<file path="src/rtl/rr_mux_4to1.sv">
// Four-into-one valid/ready merge with round-robin arbitration and a single
// registered output stage; each output beat carries its source channel index.
module rr_mux_4to1 #(
    parameter int DATA_W = 8
) (
    input  logic                  clk_i,
    input  logic                  rst_ni,
    input  logic                  en_i,
    input  logic [3:0]            in_valid_i,
    input  logic [4*DATA_W-1:0]   in_data_i,
    output logic [3:0]            in_ready_o,
    output logic                  out_valid_o,
    output logic [DATA_W-1:0]     out_data_o,
    output logic [1:0]            out_sel_o,
    input  logic                  out_ready_i
);

    logic [DATA_W-1:0] ch_data [4];
    logic [1:0]        last_q;
    logic [3:0]        gnt;
    logic [1:0]        gnt_idx;
    logic              gnt_any;
    logic              free;
    logic              take;

    genvar gi;
    generate
        for (gi = 0; gi < 4; gi++) begin : g_unpack
            assign ch_data[gi] = in_data_i[gi*DATA_W +: DATA_W];
        end
    endgenerate

    // Search starts one past the last winner and wraps 3 -> 0.
    always_comb begin
        logic [1:0] idx;
        gnt     = 4'b0;
        gnt_idx = 2'd0;
        gnt_any = 1'b0;
        idx     = 2'd0;
        for (int i = 1; i <= 4; i++) begin
            idx = last_q + 2'(i);
            if (!gnt_any && in_valid_i[idx]) begin
                gnt[idx] = 1'b1;
                gnt_idx  = idx;
                gnt_any  = 1'b1;
            end
        end
    end

    assign free       = !out_valid_o || out_ready_i;
    assign in_ready_o = (en_i && free && rst_ni) ? gnt : 4'b0;
    assign take       = |(in_valid_i & in_ready_o);

    always_ff @(posedge clk_i or negedge rst_ni) begin
        if (!rst_ni) begin
            out_valid_o <= 1'b0;
            out_data_o  <= '0;
            out_sel_o   <= 2'd0;
            last_q      <= 2'd3;
        end else if (take) begin
            out_valid_o <= 1'b1;
            out_data_o  <= ch_data[gnt_idx];
            out_sel_o   <= gnt_idx;
            last_q      <= gnt_idx;
        end else if (out_ready_i) begin
            // Drain only clears valid; payload and tag keep their last values.
            out_valid_o <= 1'b0;
        end
    end

endmodule
</file>
<file path="config.mk">
export PLATFORM = sky130hd
export DESIGN_NAME = rr_mux_4to1
export DESIGN_NICKNAME = d
export VERILOG_FILES = /design/src/rtl/rr_mux_4to1.sv
export SDC_FILE = /design/constraint.sdc
export NUM_CORES = 1
export LEC_CHECK = 0
export ABC_AREA = 1
export CAP_MARGIN = 20
export CORE_AREA = 2 2 75 77
export DETAILED_ROUTE_END_ITERATION = 12
export DIE_AREA = 0 0 77 79
export PLACE_DENSITY = 0.63
export SYNTH_ARGS = -nofsm -noshare
export SYNTH_HDL_FRONTEND = slang
export SYNTH_SLANG_ARGS = --single-unit
</file>
<file path="constraint.sdc">
create_clock -name clk_i -period 3.4 [get_ports clk_i]
set_clock_uncertainty 0.15 [all_clocks]
set_input_delay 0.68 -clock clk_i [delete_from_list [all_inputs] [get_ports clk_i]]
set_output_delay 0.68 -clock clk_i [all_outputs]
set_load 0.03 [all_outputs]
</file>
# == After elaboration in Yosys (flattened, before gate mapping) ==
# Cells that the tools add are included.
# totals
out_inout_bits,15
regBits,13
input_bits,40
# classes
bitwise_logic,5
magnitude_cmp,9
mux,33
n_addsub,3
reduce_logical,16
# ops
op,count
$mux 4,5
$bmux 8 s2,1
$mux 8,2
$mux 1,13
$lt 2x3->1 const B,4
$or 4x4->4,3
$logic_and 1x1->1,9
$bmux 1 s2,4
$demux 1 s2,4
$ge 2x1->1 const B,4
$mux 2,4
$add 2x2->2 const B,2
$and 4x4->4,1
$logic_not 1->1,4
$reduce_or 4->1,1
$ge 3x3->1 const B,1
$not 2->3,1
$add 2x1->2 const B,1
$reduce_bool 2->1,1
$logic_or 1x1->1,1

# == Depth between registers and ports, before layout ==
# depth
ltp_word,17
depth_mapped,17
mapped_depth_nobuf,16

# == Worst setup path before layout ==
# No wires, ideal clock.
# synth_path
path_kind,reg-to-output
startpoint,register last_q[0]
endpoint,output port in_ready_o[0]
path_stages_with_launch,13
path_slack_ns,0.576
n_path_buf,1
t_arrival_ns,1.994
path_cell_list,dfstp_2 > buf_6 > inv_6 > ha_1 > inv_1 > nand3_1 > nand2_1 > nand2_1 > inv_2 > nand3_1 > nand3_1 > nand2_1 > inv_1
# synth_between
elab_chain_len,14
elab_cells_between_ends,48
cone_classes,add/sub (3); order compare (8); mux (24); bitwise (3); reduce/logical (10)
# synth_lines
element,line_no,source
"start, declared",19,logic [1:0] last_q;
"start signal, assigned",64,last_q <= gnt_idx;
"parallel branches: the longest is 12 deep, another holds $lt 2x3->1",--,
$mux 4 *,42,if (!gnt_any && in_valid_i[idx]) begin
$mux 4 *,51,assign in_ready_o = (en_i && free && rst_ni) ? gnt : 4'b0;
"end, declared",11,"output logic [3:0] in_ready_o,"
# Mark *: on every way between the ends. The select of a mux whose other input is x is not followed.

# == Worst setup path after layout ==
# layout_path
startpoint,register last_q[0]
endpoint,output port in_ready_o[2]
# Same word-level chain as after synthesis.

==> results.yml <==
global_routing:
  gr-usage-met3: 0.0125
  gr-total-overflow: 0
  wire_length_of_the_first_global_routing_pass_um: 6740
  use_met1: 0.186
  global_route.usage.total: 0.133
  antenna_found_initial: 0
  grt_pass1_vias: 1431
  grt-busiest-layer: "met2"
  grtUsageMet2: 0.219
  grt_start_max_net_pins: 18
power:
  max-vdd-ir-drop_mv: 0.292
  power_leakage_nw: 1.17
  power_per_cell_area_nw_per_um2: 1010
routing:
  drc_errors_left: 0
  ant_nets: 0
  drtIter0Drc: 118
  routed_via_density: 4.40
  drt_total_wl_um: 3990
  firstDrtPassIters: 4
  vias: 1614
  wl_per_cell_um: 10.9
cts:
  clk_pin_slew_ps: 50
  numClockSinks: 13
  cts_htree_levels: 1
  cts_tree: "yes"
  postCtsHoldBufs: 0
  cts_resized: 0
  clock_tree.root_cell: "sky130_fd_sc_hd__clkbuf_8"
  tritoncts.num_buffers: 3
  cts.repair_timing.setup_buffer_count: 0
  cts-root-to-sink-buffers: 2
  clk-insertion-delay-late_ps: 240
yosys:
  synth-main-ff-cell: "sky130_fd_sc_hd__dfrtp_1"
  post_synth_most_frequent_cells: "sky130_fd_sc_hd__nand2_1, sky130_fd_sc_hd__nand3_1, sky130_fd_sc_hd__inv_1, sky130_fd_sc_hd__dfrtp_1, sky130_fd_sc_hd__o21ai_1"
  postSynthCellCount: 238
  yosysTopAreaCell: "sky130_fd_sc_hd__nand2_1"
  postSynthNetCount: 286
  share_of_synthesized_registers_carrying_an_async_set_or_reset: 1.00
  synth_edf_count: 0
  seq_area_frac_synth: 0.215
  synth_top_area_frac: 0.206
  number_of_register_bits_inferred_by_synthesis: 13
  yosys_warnings: 0
  post-synth-top-count-cell: "sky130_fd_sc_hd__nand2_1"
  synth.top_cells.by_area: "sky130_fd_sc_hd__nand2_1, sky130_fd_sc_hd__dfrtp_1, sky130_fd_sc_hd__nand3_1"
  syn_area_um2: 1530
  postSynthAreaPerCell_um2: 6.42
  synth_cell_type_count: 27
setup_path:
  worst-setup-path-type: "register to output pin"
  critPathMaxStageDelay_ps: 570
  setup.worst_path.start_class: "register"
  worst_path_arrival_time_ps: 2330
  slowest_stage: "sky130_fd_sc_hd__dfstp_2"
  worstSetupEndpointType: "output pin"
  critical_path.top_delay_family: "simple AND/OR/NAND/NOR gates"
  crit_buf_inv: 5
  worst_setup_startpoint: "last_q[0]"
  worstPathCellList: "inv_6 -> ha_1 -> inv_1 -> nand3_1 -> nand2_1 -> nand2_1 -> inv_2 -> nand3_1 -> nand3_1 -> nand2_1 -> inv_1 -> buf_4"
  timing.critical_path.required_ps: 2570
  regToRegStartpoint: "last_q[0]"
  biggest_fanout_along_the_worst_timing_path: 12
timing:
  final_max_slew_viol_count: 0
  final-setup-viol-count: 0
  max_slew.worst_pin.slew_ps: 369
  fmax_mhz: 317
  relSlewSlack: 0.754
  timing_hold_violations_final: 0
  final.setup.tns_ps: 0
  grt_setup_unrepaired: "no"
  timing.final.crit_share: 0.928
  final_period_demand_of_the_worst_path_ps: 3160
placed_design:
  routabilityCongestion: 0.835
  placed_cell_area_um2: 2130
  dp_hpwl_um: 3200
  place.detailed.instances: 363
  buffer_ports.inserted: 54
die:
  floorplan.die.height_um: 79
  placement_rows: 27
  core_um2: 5340
  io_pins: 55
  start_util: 0.286
  fp.dieArea_um2: 6080
  die_w_um: 77
cells_and_area:
  fin_nets: 344
  design_area_um2: 2180
  layout-area-overhead-vs-synth_pct: 42.6
  final-instance-count-excl-fill: 367
  finalCoreUtilization: 0.408
  layout-drive-gt1-share: 0.122
  antenna-diode-count: 0
run_status:
  run_status: "completed"
flow_run:
  max-cap-violations: 0
hold_path:
  min_from: "out_data_o[0]"
  hp-class: "register to register"
-- cells by family (layout without fill, tap and decap cells) --
| kind of cell | Yosys count | count (layout) | share of synthesized area |
|---|---|---|---|
| simple gates | 151 | 151 | 0.501 |
| buf+inv | 46 | 103 | 0.133 |
| compound gates | 20 | 20 | 0.0852 |
| flops | 13 | 13 | 0.215 |
| fa+ha+maj | 8 | 8 | 0.0655 |
-- state kept, by name, indices dropped and copies added (netlist names) --
| signal | count |
|---|---|
| out_sel_o | 2 |
| last_q | 2 |
| out_valid_o | 1 |
| out_data_o | 8 |
-- cell usage in the layout (no fill, tap or decap) --
cell type and n:
sky130_fd_sc_hd__nor2_1 2, sky130_fd_sc_hd__nand3b_1 8, sky130_fd_sc_hd__nand2_4 4, sky130_fd_sc_hd__dfstp_2 2, sky130_fd_sc_hd__clkbuf_8 3, sky130_fd_sc_hd__a21oi_1 2
sky130_fd_sc_hd__clkdlybuf4s50_1 50, sky130_fd_sc_hd__nor2_8 1, sky130_fd_sc_hd__a21boi_1 2, sky130_fd_sc_hd__nand2_8 1, sky130_fd_sc_hd__nor2_4 5, sky130_fd_sc_hd__a21boi_0 2
sky130_fd_sc_hd__nand4_1 1, sky130_fd_sc_hd__o21ai_2 1, sky130_fd_sc_hd__inv_2 4, sky130_fd_sc_hd__nand2_2 4, sky130_fd_sc_hd__o21ai_0 1, sky130_fd_sc_hd__nand2_1 84
sky130_fd_sc_hd__clkbuf_1 1, sky130_fd_sc_hd__nand3_2 1, sky130_fd_sc_hd__nand3_1 40, sky130_fd_sc_hd__o21ai_4 1, sky130_fd_sc_hd__inv_1 36, sky130_fd_sc_hd__dfrtp_1 11
sky130_fd_sc_hd__ha_1 8, sky130_fd_sc_hd__o211a_1 1, sky130_fd_sc_hd__inv_6 1, sky130_fd_sc_hd__o21ai_1 10, sky130_fd_sc_hd__buf_4 8
-- final timing paths --
check	cells past startpoint	slack [ps]	to
worst max-delay path	12	240	in_ready_o[2]
worst min-delay path	2	330	out_data_o[0]
worst max register to register	16	620	out_data_o[0]
worst min register to register	2	330	out_data_o[0]
max in group asynchronous	2	2230	last_q[0]
min in group asynchronous	2	640	out_data_o[1]
-- through the flow --
step           hold WS, ps  worst slack [ps]  total power [mW]
5_1_grt                362              94.5              2.42
3_5_place_dp           318               303              2.07
3_3_place_gp           314               302              2.06
6_report               327               243              2.20
2_1_floorplan          234               576              1.63
4_1_cts                332               256              2.21
-- tightest hold or removal path: stages, from the launching register on --
cell and delay [ps]:
sky130_fd_sc_hd__dfrtp_1 340, sky130_fd_sc_hd__nand2_1 50, sky130_fd_sc_hd__nand2_1 50
-- metal layers --
| metal | up-vias | share of wire |
|---|---|---|
| li1 | 866 | - |
| met1 | 705 | 0.48 |
| met2 | 39 | 0.47 |
| met3 | 4 | 0.045 |
| met4 | 0 | 0.0073 |
| met5 | - | 0 |
-- area by class of cell --
type | instances | area (um2)
clock buffers | 4 | 45.0
inverters | 41 | 159
multi-input cells | 179 | 996
fillers | 593 | 3160
repair buffers | 58 | 561
well taps | 72 | 90.1
flip-flops and latches | 13 | 328
-- where the power goes --
part           internal, mW  switching [mW]
registers             0.236          0.0446
clock network        0.0826          0.0523
logic                 0.617            1.17
total                 0.936            1.26
Power figures use the tool's default switching activity.
